$ cat src/rtl/samay_setter_pkg.sv
`default_nettype none
// +----------------------------------------------------------------------+
// | samay_setter_pkg                                                     |
// | FSM/target encodings, BCD limits and HH:MM increment helpers.        |
// | Rev 1.0                                                              |
// +----------------------------------------------------------------------+
package samay_setter_pkg;

  typedef enum logic [1:0] {
    ST_IDLE    = 2'd0,
    ST_SET_HRS = 2'd1,
    ST_SET_MIN = 2'd2,
    ST_COMMIT  = 2'd3
  } state_e;

  typedef enum logic {
    TGT_TIME  = 1'b0,
    TGT_ALARM = 1'b1
  } target_e;

  localparam logic [1:0] HRS_MAX_TENS      = 2'd2;
  localparam logic [3:0] HRS_MAX_ONES_AT_2 = 4'd3;
  localparam logic [3:0] MIN_MAX_TENS      = 4'd5;
  localparam logic [3:0] DIGIT_MAX         = 4'd9;

  typedef struct packed {
    logic [1:0] hrs_tens;
    logic [3:0] hrs_ones;
    logic [3:0] min_tens;
    logic [3:0] min_ones;
  } hhmm_t;

  // Hours wrap 23 -> 00 without touching the minutes.
  function automatic hhmm_t bcd_inc_hrs(input hhmm_t v);
    hhmm_t r;
    r = v;
    if (v.hrs_tens == HRS_MAX_TENS && v.hrs_ones == HRS_MAX_ONES_AT_2) begin
      r.hrs_tens = 2'd0;
      r.hrs_ones = 4'd0;
    end else if (v.hrs_ones == DIGIT_MAX) begin
      r.hrs_tens = v.hrs_tens + 2'd1;
      r.hrs_ones = 4'd0;
    end else begin
      r.hrs_ones = v.hrs_ones + 4'd1;
    end
    return r;
  endfunction

  function automatic hhmm_t bcd_inc_min(input hhmm_t v);
    hhmm_t r;
    r = v;
    if (v.min_ones == DIGIT_MAX) begin
      r.min_ones = 4'd0;
      r.min_tens = (v.min_tens == MIN_MAX_TENS) ? 4'd0 : v.min_tens + 4'd1;
    end else begin
      r.min_ones = v.min_ones + 4'd1;
    end
    return r;
  endfunction

endpackage
`default_nettype wire

$ cat src/rtl/samay_debounce.sv
`default_nettype none
// +----------------------------------------------------------------------+
// | samay_debounce                                                       |
// | Two-flop synchroniser, stable-sample filter and rising-edge event.   |
// | Rev 1.0                                                              |
// +----------------------------------------------------------------------+
module samay_debounce #(
  parameter int DEBOUNCE_CYCLES = 2
) (
  input  logic clk,
  input  logic rst,
  input  logic i_btn,
`ifdef SAMAY_AUTO_REPEAT_EN
  output logic o_level,
`endif
  output logic o_event
);

  localparam int CW = (DEBOUNCE_CYCLES > 1) ? $clog2(DEBOUNCE_CYCLES) : 1;
  localparam logic [CW-1:0] C_LAST = CW'(DEBOUNCE_CYCLES - 1);

  logic          sync1_q, sync2_q;
  logic          level_q, level_d;
  logic          event_q, event_d;
  logic [CW-1:0] cnt_q, cnt_d;

  // cnt counts consecutive synchronised samples that disagree with the accepted level.
  always_comb begin
    level_d = level_q;
    event_d = 1'b0;
    cnt_d   = '0;
    if (sync2_q != level_q) begin
      if (cnt_q == C_LAST) begin
        level_d = sync2_q;
        event_d = sync2_q;
      end else begin
        cnt_d = cnt_q + CW'(1);
      end
    end
  end

  always_ff @(posedge clk or posedge rst) begin
    if (rst) begin
      sync1_q <= 1'b0;
      sync2_q <= 1'b0;
      level_q <= 1'b0;
      event_q <= 1'b0;
      cnt_q   <= '0;
    end else begin
      sync1_q <= i_btn;
      sync2_q <= sync1_q;
      level_q <= level_d;
      event_q <= event_d;
      cnt_q   <= cnt_d;
    end
  end

  assign o_event = event_q;
`ifdef SAMAY_AUTO_REPEAT_EN
  assign o_level = level_q;
`endif

endmodule
`default_nettype wire

$ cat src/rtl/samay_setter.sv
`default_nettype none
// +----------------------------------------------------------------------+
// | samay_setter                                                         |
// | Button-driven HH:MM editor feeding the alarm-clock core.             |
// | Optional: SAMAY_AUTO_REPEAT_EN adds hold-to-repeat on the Up button. |
// | Rev 1.0                                                              |
// +----------------------------------------------------------------------+
module samay_setter
  import samay_setter_pkg::*;
#(
  parameter int DEBOUNCE_CYCLES = 2,
  parameter int TIMEOUT_CYCLES  = 100
`ifdef SAMAY_AUTO_REPEAT_EN
  , parameter int REPEAT_CYCLES = 5
`endif
) (
  input  logic       Ghadi,
  input  logic       Reset,
  input  logic       Btn_Samay,
  input  logic       Btn_Alarm,
  input  logic       Btn_Up,
  input  logic       Btn_Next,
  input  logic [1:0] Cur_Hours_Tenth,
  input  logic [3:0] Cur_Hours_Ones,
  input  logic [3:0] Cur_Mins_Tenth,
  input  logic [3:0] Cur_Mins_Ones,
  output logic [1:0] Hours_Ki_Tenth_digit_SET,
  output logic [3:0] Hours_Ki_Ones_digit_SET,
  output logic [3:0] Mins_Ki_Tenth_digit_SET,
  output logic [3:0] Mins_Ki_Ones_digit_SET,
  output logic       Load_Samay,
  output logic       Load_Alarm,
  output logic       Editing,
  output logic       Edit_Field
);

  localparam int TW = $clog2(TIMEOUT_CYCLES + 1);
  localparam logic [TW-1:0] C_TO_LAST = TW'(TIMEOUT_CYCLES - 1);

  logic [3:0] btn_raw, btn_ev;
  logic       samay_ev, alarm_ev, up_ev, next_ev, any_ev;
  logic       edit_st, rep_fire;

  state_e        state_q, state_d;
  target_e       tgt_q, tgt_d;
  hhmm_t         set_q, set_d, alarm_q, alarm_d, cur;
  logic [TW-1:0] to_q, to_d;
  logic          editing_q, editing_d, field_q, field_d;
  logic          ld_samay_q, ld_samay_d, ld_alarm_q, ld_alarm_d;

  assign btn_raw = {Btn_Next, Btn_Up, Btn_Alarm, Btn_Samay};

`ifdef SAMAY_AUTO_REPEAT_EN
  logic [3:0] btn_lvl;
`endif

  for (genvar i = 0; i < 4; i++) begin : g_btn
    samay_debounce #(.DEBOUNCE_CYCLES(DEBOUNCE_CYCLES)) u_db (
      .clk     (Ghadi),
      .rst     (Reset),
      .i_btn   (btn_raw[i]),
`ifdef SAMAY_AUTO_REPEAT_EN
      .o_level (btn_lvl[i]),
`endif
      .o_event (btn_ev[i])
    );
  end

  assign samay_ev = btn_ev[0];
  assign alarm_ev = btn_ev[1];
  assign up_ev    = btn_ev[2];
  assign next_ev  = btn_ev[3];
  assign any_ev   = |btn_ev;
  assign edit_st  = (state_q == ST_SET_HRS) || (state_q == ST_SET_MIN);
  assign cur      = {Cur_Hours_Tenth, Cur_Hours_Ones, Cur_Mins_Tenth, Cur_Mins_Ones};

`ifdef SAMAY_AUTO_REPEAT_EN
  localparam int RW = (REPEAT_CYCLES > 1) ? $clog2(REPEAT_CYCLES) : 1;
  localparam logic [RW-1:0] C_REP_LAST = RW'(REPEAT_CYCLES - 1);
  logic [RW-1:0] rep_q, rep_d;

  always_comb begin
    rep_d    = '0;
    rep_fire = 1'b0;
    if (edit_st && btn_lvl[2] && !up_ev && !next_ev) begin
      if (rep_q == C_REP_LAST) rep_fire = 1'b1;
      else                     rep_d    = rep_q + RW'(1);
    end
  end

  always_ff @(posedge Ghadi or posedge Reset) begin
    if (Reset) rep_q <= '0;
    else       rep_q <= rep_d;
  end
`else
  assign rep_fire = 1'b0;
`endif

  always_comb begin
    state_d = state_q;
    tgt_d   = tgt_q;
    set_d   = set_q;
    alarm_d = alarm_q;
    case (state_q)
      ST_IDLE: begin
        if (samay_ev) begin
          set_d   = cur;
          tgt_d   = TGT_TIME;
          state_d = ST_SET_HRS;
        end else if (alarm_ev) begin
          set_d   = alarm_q;
          tgt_d   = TGT_ALARM;
          state_d = ST_SET_HRS;
        end
      end
      ST_SET_HRS, ST_SET_MIN: begin
        if (next_ev) begin
          state_d = (state_q == ST_SET_HRS) ? ST_SET_MIN : ST_COMMIT;
        end else if (up_ev || rep_fire) begin
          set_d = (state_q == ST_SET_HRS) ? bcd_inc_hrs(set_q) : bcd_inc_min(set_q);
        end else if (!any_ev && to_q == C_TO_LAST) begin
          state_d = ST_IDLE;
        end
      end
      ST_COMMIT: begin
        if (tgt_q == TGT_ALARM) alarm_d = set_q;
        state_d = ST_IDLE;
      end
      default: state_d = ST_IDLE;
    endcase

    // Idle timer restarts on any button activity or state transition.
    if (!edit_st || state_d != state_q || any_ev || rep_fire) to_d = '0;
    else                                                       to_d = to_q + TW'(1);
  end

  always_comb begin
    editing_d  = (state_d == ST_SET_HRS) || (state_d == ST_SET_MIN);
    field_d    = (state_d == ST_SET_MIN);
    ld_samay_d = (state_d == ST_COMMIT) && (tgt_d == TGT_TIME);
    ld_alarm_d = (state_d == ST_COMMIT) && (tgt_d == TGT_ALARM);
  end

  always_ff @(posedge Ghadi or posedge Reset) begin
    if (Reset) begin
      state_q    <= ST_IDLE;
      tgt_q      <= TGT_TIME;
      set_q      <= '0;
      alarm_q    <= '0;
      to_q       <= '0;
      editing_q  <= 1'b0;
      field_q    <= 1'b0;
      ld_samay_q <= 1'b0;
      ld_alarm_q <= 1'b0;
    end else begin
      state_q    <= state_d;
      tgt_q      <= tgt_d;
      set_q      <= set_d;
      alarm_q    <= alarm_d;
      to_q       <= to_d;
      editing_q  <= editing_d;
      field_q    <= field_d;
      ld_samay_q <= ld_samay_d;
      ld_alarm_q <= ld_alarm_d;
    end
  end

  assign Hours_Ki_Tenth_digit_SET = set_q.hrs_tens;
  assign Hours_Ki_Ones_digit_SET  = set_q.hrs_ones;
  assign Mins_Ki_Tenth_digit_SET  = set_q.min_tens;
  assign Mins_Ki_Ones_digit_SET   = set_q.min_ones;
  assign Load_Samay               = ld_samay_q;
  assign Load_Alarm               = ld_alarm_q;
  assign Editing                  = editing_q;
  assign Edit_Field               = field_q;

endmodule
`default_nettype wire

$ cat config.mk
export PLATFORM = sky130hd
export DESIGN_NAME = samay_setter
export DESIGN_NICKNAME = d
export VERILOG_FILES = /design/src/rtl/samay_setter_pkg.sv /design/src/rtl/samay_debounce.sv /design/src/rtl/samay_setter.sv
export SDC_FILE = /design/constraint.sdc
export NUM_CORES = 1
export LEC_CHECK = 0
export ABC_AREA = 1
export CAP_MARGIN = 0
export CORE_AREA = 2 2 69 97
export CTS_CLUSTER_DIAMETER = 30
export DETAILED_ROUTE_END_ITERATION = 8
export DIE_AREA = 0 0 71 99
export PLACE_DENSITY = 0.73
export RECOVER_POWER = 50
export SYNTH_ARGS = -nofsm -noshare
export SYNTH_HDL_FRONTEND = slang
export SYNTH_SLANG_ARGS = --single-unit
$ cat constraint.sdc
create_clock -name Ghadi -period 2 [get_ports Ghadi]
set_input_delay 0.5 -clock Ghadi [delete_from_list [all_inputs] [get_ports Ghadi]]
set_output_delay 0.5 -clock Ghadi [all_outputs]
set_load 0.02 [all_outputs]
# Yosys cells after proc, flatten, opt, wreduce, memory -nomap -nowiden
# Cells that the tools add are included.
[op_classes]
addsub = 9
n_eq_ne = 24
n_mux = 39
bitwise_logic = 1
n_reduce_logical = 23
[op_table]
columns = ["operator", "count"]
rows = [
  ["$mux 14", 5],
  ["$pmux 14 s2", 1],
  ["$mux 1", 20],
  ["$mux 4", 4],
  ["$add 4x1->4 const B", 3],
  ["$mux 2", 6],
  ["$reduce_and 6->1", 2],
  ["$eq 2x2->1 const B", 5],
  ["$reduce_and 2->1", 5],
  ["$reduce_and 5->1", 2],
  ["$eq 4x4->1 const B", 2],
  ["$ne 2x2->1 const B", 4],
  ["$add 7x1->7 const B", 1],
  ["$eq 7x7->1 const B", 1],
  ["$mux 7", 1],
  ["$mux 6", 1],
  ["$pmux 2 s3", 1],
  ["$add 1x1->1 const B", 4],
  ["$eq 2x1->1 const B", 2],
  ["$eq 4x2->1 const B", 1],
  ["$eq 4x3->1 const B", 1],
  ["$logic_and 1x1->1", 4],
  ["$logic_or 1x1->1", 4],
  ["$ne 1x1->1", 4],
  ["11 further kinds", 12],
]
[totals]
register_bits = 62
inputBits = 20
out_inout_bits = 18
wordCells = 131

# Logic depth before layout (Yosys ltp)
[logic_depth]
depth_word = 11
ltp_mapped = 10
depth_no_buf = 10

# Hierarchy
# A second synthesis with hierarchy kept.
[hier_totals]
cells_unflattened = 333
hier_area_um2 = 2962.8
[by_module_without_submodules]
columns = ["mod", "n_inst", "cells_each", "area_per_inst_um2"]
rows = [
  ["samay_setter", 1, 277, 2312.2],
  ["samay_debounce", 4, 14, 162.7],
]

# Worst setup path before layout
# Ideal clock, no wire load.
[synth_timing]
path_type = "register to register"
start = "reg state_q[0]"
end = "reg editing_q (netlist: Editing)"
arrival_time_ns = 1.640
slack_ns = 0.234
path_stages_with_launch = 9
n_path_buf = 1
period_less_slack_ns = 1.766
cell_sequence = "dfrtp_1 -> inv_1 -> ha_1 -> buf_4 -> o21ai_0 -> nor2_1 -> a21oi_1 -> a21oi_1 -> ha_1"
[synth_via]
elab_chain_cells = 6
word_cells_on_any_way = 15
classes_between = "5 x eq/ne; 7 x mux; 3 x reduce/logical"
[synth_rtl]
columns = ["item", "line_no", "rtl"]
rows = [
  ["start, declared", "samay_setter.sv:44", "state_e state_q, state_d;"],
  ["start signal, assigned", "samay_setter.sv:156", "state_q <= state_d;"],
  ["$eq 2x1->1 or $mux 2 (tied branches)", "samay_setter.sv:104, samay_setter.sv:118, samay_setter.sv:121", ""],
  ["$mux 1 or $mux 2 (tied branches)", "samay_setter.sv:118, samay_setter.sv:119", ""],
  ["$mux 2", "samay_setter.sv:117", "if (next_ev) begin"],
  ["$pmux 2 s3 (*)", "samay_setter.sv:104", "case (state_q)"],
  ["named net state_d[0]", "samay_setter.sv:44", ""],
  ["$eq 2x1->1 or $eq 2x2->1 (tied branches)", "samay_setter.sv:138", "editing_d = (state_d == ST_SET_HRS) || (state_d == ST_SET_MIN);"],
  ["$logic_or 1x1->1 (*)", "samay_setter.sv:138", ""],
  ["named net editing_d", "samay_setter.sv:48", "logic editing_q, editing_d, field_q, field_d;"],
  ["end signal, assigned", "samay_setter.sv:161", "editing_q <= editing_d;"],
  ["end, declared", "samay_setter.sv:48", ""],
]
# The timed path passes the listed nets; every way through them passes the cells marked *.
# A chain may end at the register's enable or synchronous reset.

# Worst setup path after layout
[layout_timing]
start = "reg set_q (netlist bit Hours_Ki_Ones_digit_SET[1])"
end = "out Hours_Ki_Ones_digit_SET[1]"
[layout_lines]
columns = ["item", "line_no", "rtl"]
rows = [
  ["start, declared", "samay_setter.sv:46", "hhmm_t set_q, set_d, alarm_q, alarm_d, cur;"],
  ["start signal, assigned", "samay_setter.sv:158", "set_q <= set_d;"],
  ["end, declared", "samay_setter.sv:28", "output logic [3:0] Hours_Ki_Ones_digit_SET,"],
]
# No word-level cell between the ends.

==> flow_summary.yaml <==
logic_synthesis:
  yosysTopAreaCellShare_pct: 53.0
  yosysMostFrequentCell: "dfrtp_1"
  synth.avg_cell_area_um2: 8.88
  postSynthCellCount: 330
  synth_cell_types: 27
  async_reset_ff_share_pct: 100
  ys_top_cells_by_count: "62 x dfrtp_1, 59 x nand2_1, 46 x o21ai_0"
  synth_edf_count: 0
  synth_area_leaders: "dfrtp_1 53%, o21ai_0 7.9%, nand2_1 7.6%, ha_1 6.8%, nor2_1 5.1%"
  yosys_register_bits: 62
  synth_top_cell_by_area: "dfrtp_1"
  seq_area_frac_synth_pct: 53.0
  synth_ff_type: "dfrtp_1"
  yosys_warnings: 0
  synth_area_um2: 2930
  syn_nets: 366
sta:
  slew_viol_final: 0
  worst_slew_pin_slew_ns: 0.822
  final-hold-violation-count: 0
  fin_worst_skew_ns: 0.0112
  finalCriticalPeriod_ns: 1.93
  grt_setup_unrepaired: "no"
  finalCritPeriodShare_pct: 96.6
  fin_setup_tns_ns: 0
  slew_headroom_pct: 45.2
  setup_viol: 0
  fmax_mhz: 518
placed_design:
  placed_area_um2: 3420
  port_buffers: 37
  hpwl_mm: 4.09
  globalplace.congestion: 0.811
clocking:
  htreeDepth: 3
  clk_path_buf_depth: 2
  cts_num_sinks: 62
  path_clk_slew_ns: 0.07
  clockRootBuffer: "clkbuf_8"
  cts_tree: "yes"
  cts_buffers: 9
  clock_latency_ns: 0.34
routing:
  ant_nets: 0
  drt_wl_total_mm: 5.92
  routed.top_layer: "met4"
  dr_wl_met3_um: 206
  dr_wl_met2_mm: 3.07
  num_vias: 2364
  wl_per_cell_um: 13.0
  drtPass1Iterations: 4
  vias_per_cell: 5.17
  drt_iter0_markers: 140
  met1Wirelength_mm: 2.43
  drc: 0
final_layout:
  largest_register: "alarm_q"
  syn_to_final_growth_pct: 24.7
  reg_top3: "alarm_q (14), to_q (7)"
  final_net_count: 416
  drive_gt1_share_pct: 9.87
  fin_area_um2: 3650
  diodes: 0
  largest_reg_flops: 14
  post-route-util_pct: 59.2
floorplan:
  fp.dieW_um: 71
  core-area_um2: 6170
  die_h_um: 99
  dieArea_um2: 7030
  initial_utilization_pct: 47.5
  fp-row-count: 34
  ioPinCount: 38
worst_setup_path:
  crit_path_start_kind: "flip-flop"
  cp.arrival_ns: 1.43
  crit_fanout: 6
  required_ns: 1.50
  path_delay_family: "buffers and inverters"
  critPathBufInv: 1
  cp_slowest_cell: "clkdlybuf4s50_1"
  criticalPathCategory: "flip-flop to primary output"
  crit_path_max_incr_delay_ns: 0.64
  path_cells: "clkdlybuf4s50_1"
  critPathCaptureType: "primary output"
global_routing:
  globalRouteOverflowTotal: 0
  antenna_found_initial: 0
  grt_usage_pct: 18.8
  grt_max_degree: 63
  grt_pass1_vias: 2306
  grt_pass1_wl_mm: 10.3
pwr:
  leakagePower_uw: 0.00169
  peakVddDrop_mv: 0.933
  cellPowerDensity_nw_per_um2: 1490
job:
  maxCapViolCount: 0
worst_hold_path:
  hold_class: "flip-flop to flip-flop"
status:
  status: "finished, final reports clean"
==> final timing paths <==
kind                                                        startpoint                              end  slack, ns  cells past startpoint
min in group asynchronous                                        Reset  g_btn[0].u_db.sync1_q$_DFF_PP0_       0.93                      3
worst max register to register                    state_q[1]$_DFF_PP0_             Load_Alarm$_DFF_PP0_       0.18                     10
worst min register to register         g_btn[3].u_db.sync1_q$_DFF_PP0_  g_btn[3].u_db.sync2_q$_DFF_PP0_       0.35                      0
worst max-delay path            Hours_Ki_Ones_digit_SET[1]$_DFFE_PP0P_       Hours_Ki_Ones_digit_SET[1]       0.07                      1
max in group asynchronous                                        Reset             state_q[0]$_DFF_PP0_       0.50                      3
worst min-delay path                   g_btn[3].u_db.sync1_q$_DFF_PP0_  g_btn[3].u_db.sync2_q$_DFF_PP0_       0.35                      0
==> stage by stage <==
step | power [µW] | hold WS (ns) | std cells | worst slack [ns]
after floorplan | 3470 | 0.331 | 330 | 0.234
after global placement | 4170 | 0.334 | 439 | 0.156
after detailed placement | 4260 | 0.336 | 439 | 0.0000446
after CTS | 5390 | 0.352 | 455 | 0.0166
after global routing | 5890 | 0.363 | 457 | 0.0138
final | 5440 | 0.349 | 457 | 0.0685
==> cell type report <==
type | count | area (µm²)
multi-input combinational | 222 | 1220
clock buffer | 11 | 141
sequential | 62 | 1550
clock inverter | 5 | 58.8
tap | 72 | 90.1
inverter | 40 | 154
fill | 547 | 2510
timing repair buffer | 45 | 435
==> routing by layer <==
metal / vias up / global-route usage, %
met3: 15 / 3.07
met5: - / 0
met1: 1129 / 21.0
li1: 1174 / -
met4: 0 / 12.2
met2: 46 / 32.5
==> report_power, final <==
group | internal [µW] | switching [µW] | total (µW)
Sequential | 1620 | 275 | 1900
Combinational | 975 | 1480 | 2450
Clock | 609 | 483 | 1090
Total | 3210 | 2230 | 5440
==> logic make-up (layout without fill, tap and decap cells) <==
group,after synthesis,in the layout,synth area share [%]
AOI/OAI and AO/OA,75,75,14.2
adders and majority gates,16,16,6.83
buffers and inverters,46,101,6.11
DFF,62,62,53.0
and+or+nand+nor,121,121,16.9
xor gates and xnor gates,10,10,2.99
==> timing repair <==
action | in CTS | in global routing
pin swaps | 0 | 1
setup buffers | 0 | 2
endpoints found under the setup margin | 3 | 27
resized for setup | 1 | 9
hold buffers | 0 | 0
==> placed cells by master, fill, tap and decap left out, types with 2 or more instances in the layout <==
cell type,instances
a21oi_1,8
a21oi_2,2
buf_4,7
clkbuf_8,10
clkdlybuf4s50_1,30
clkinvlp_4,3
dfrtp_1,61
dlygate4sd3_1,5
dlymetal6s2s_1,2
ha_1,14
inv_1,37
inv_2,2
nand2_1,59
nand3_1,12
nand4_1,2
nor2_1,40
nor3_1,2
o21a_1,2
o21ai_0,45
o21ai_1,3
o21bai_1,2
o22ai_1,10
or2_2,3
xnor2_1,5
xor2_1,5
Power figures use the tool's default switching activity.
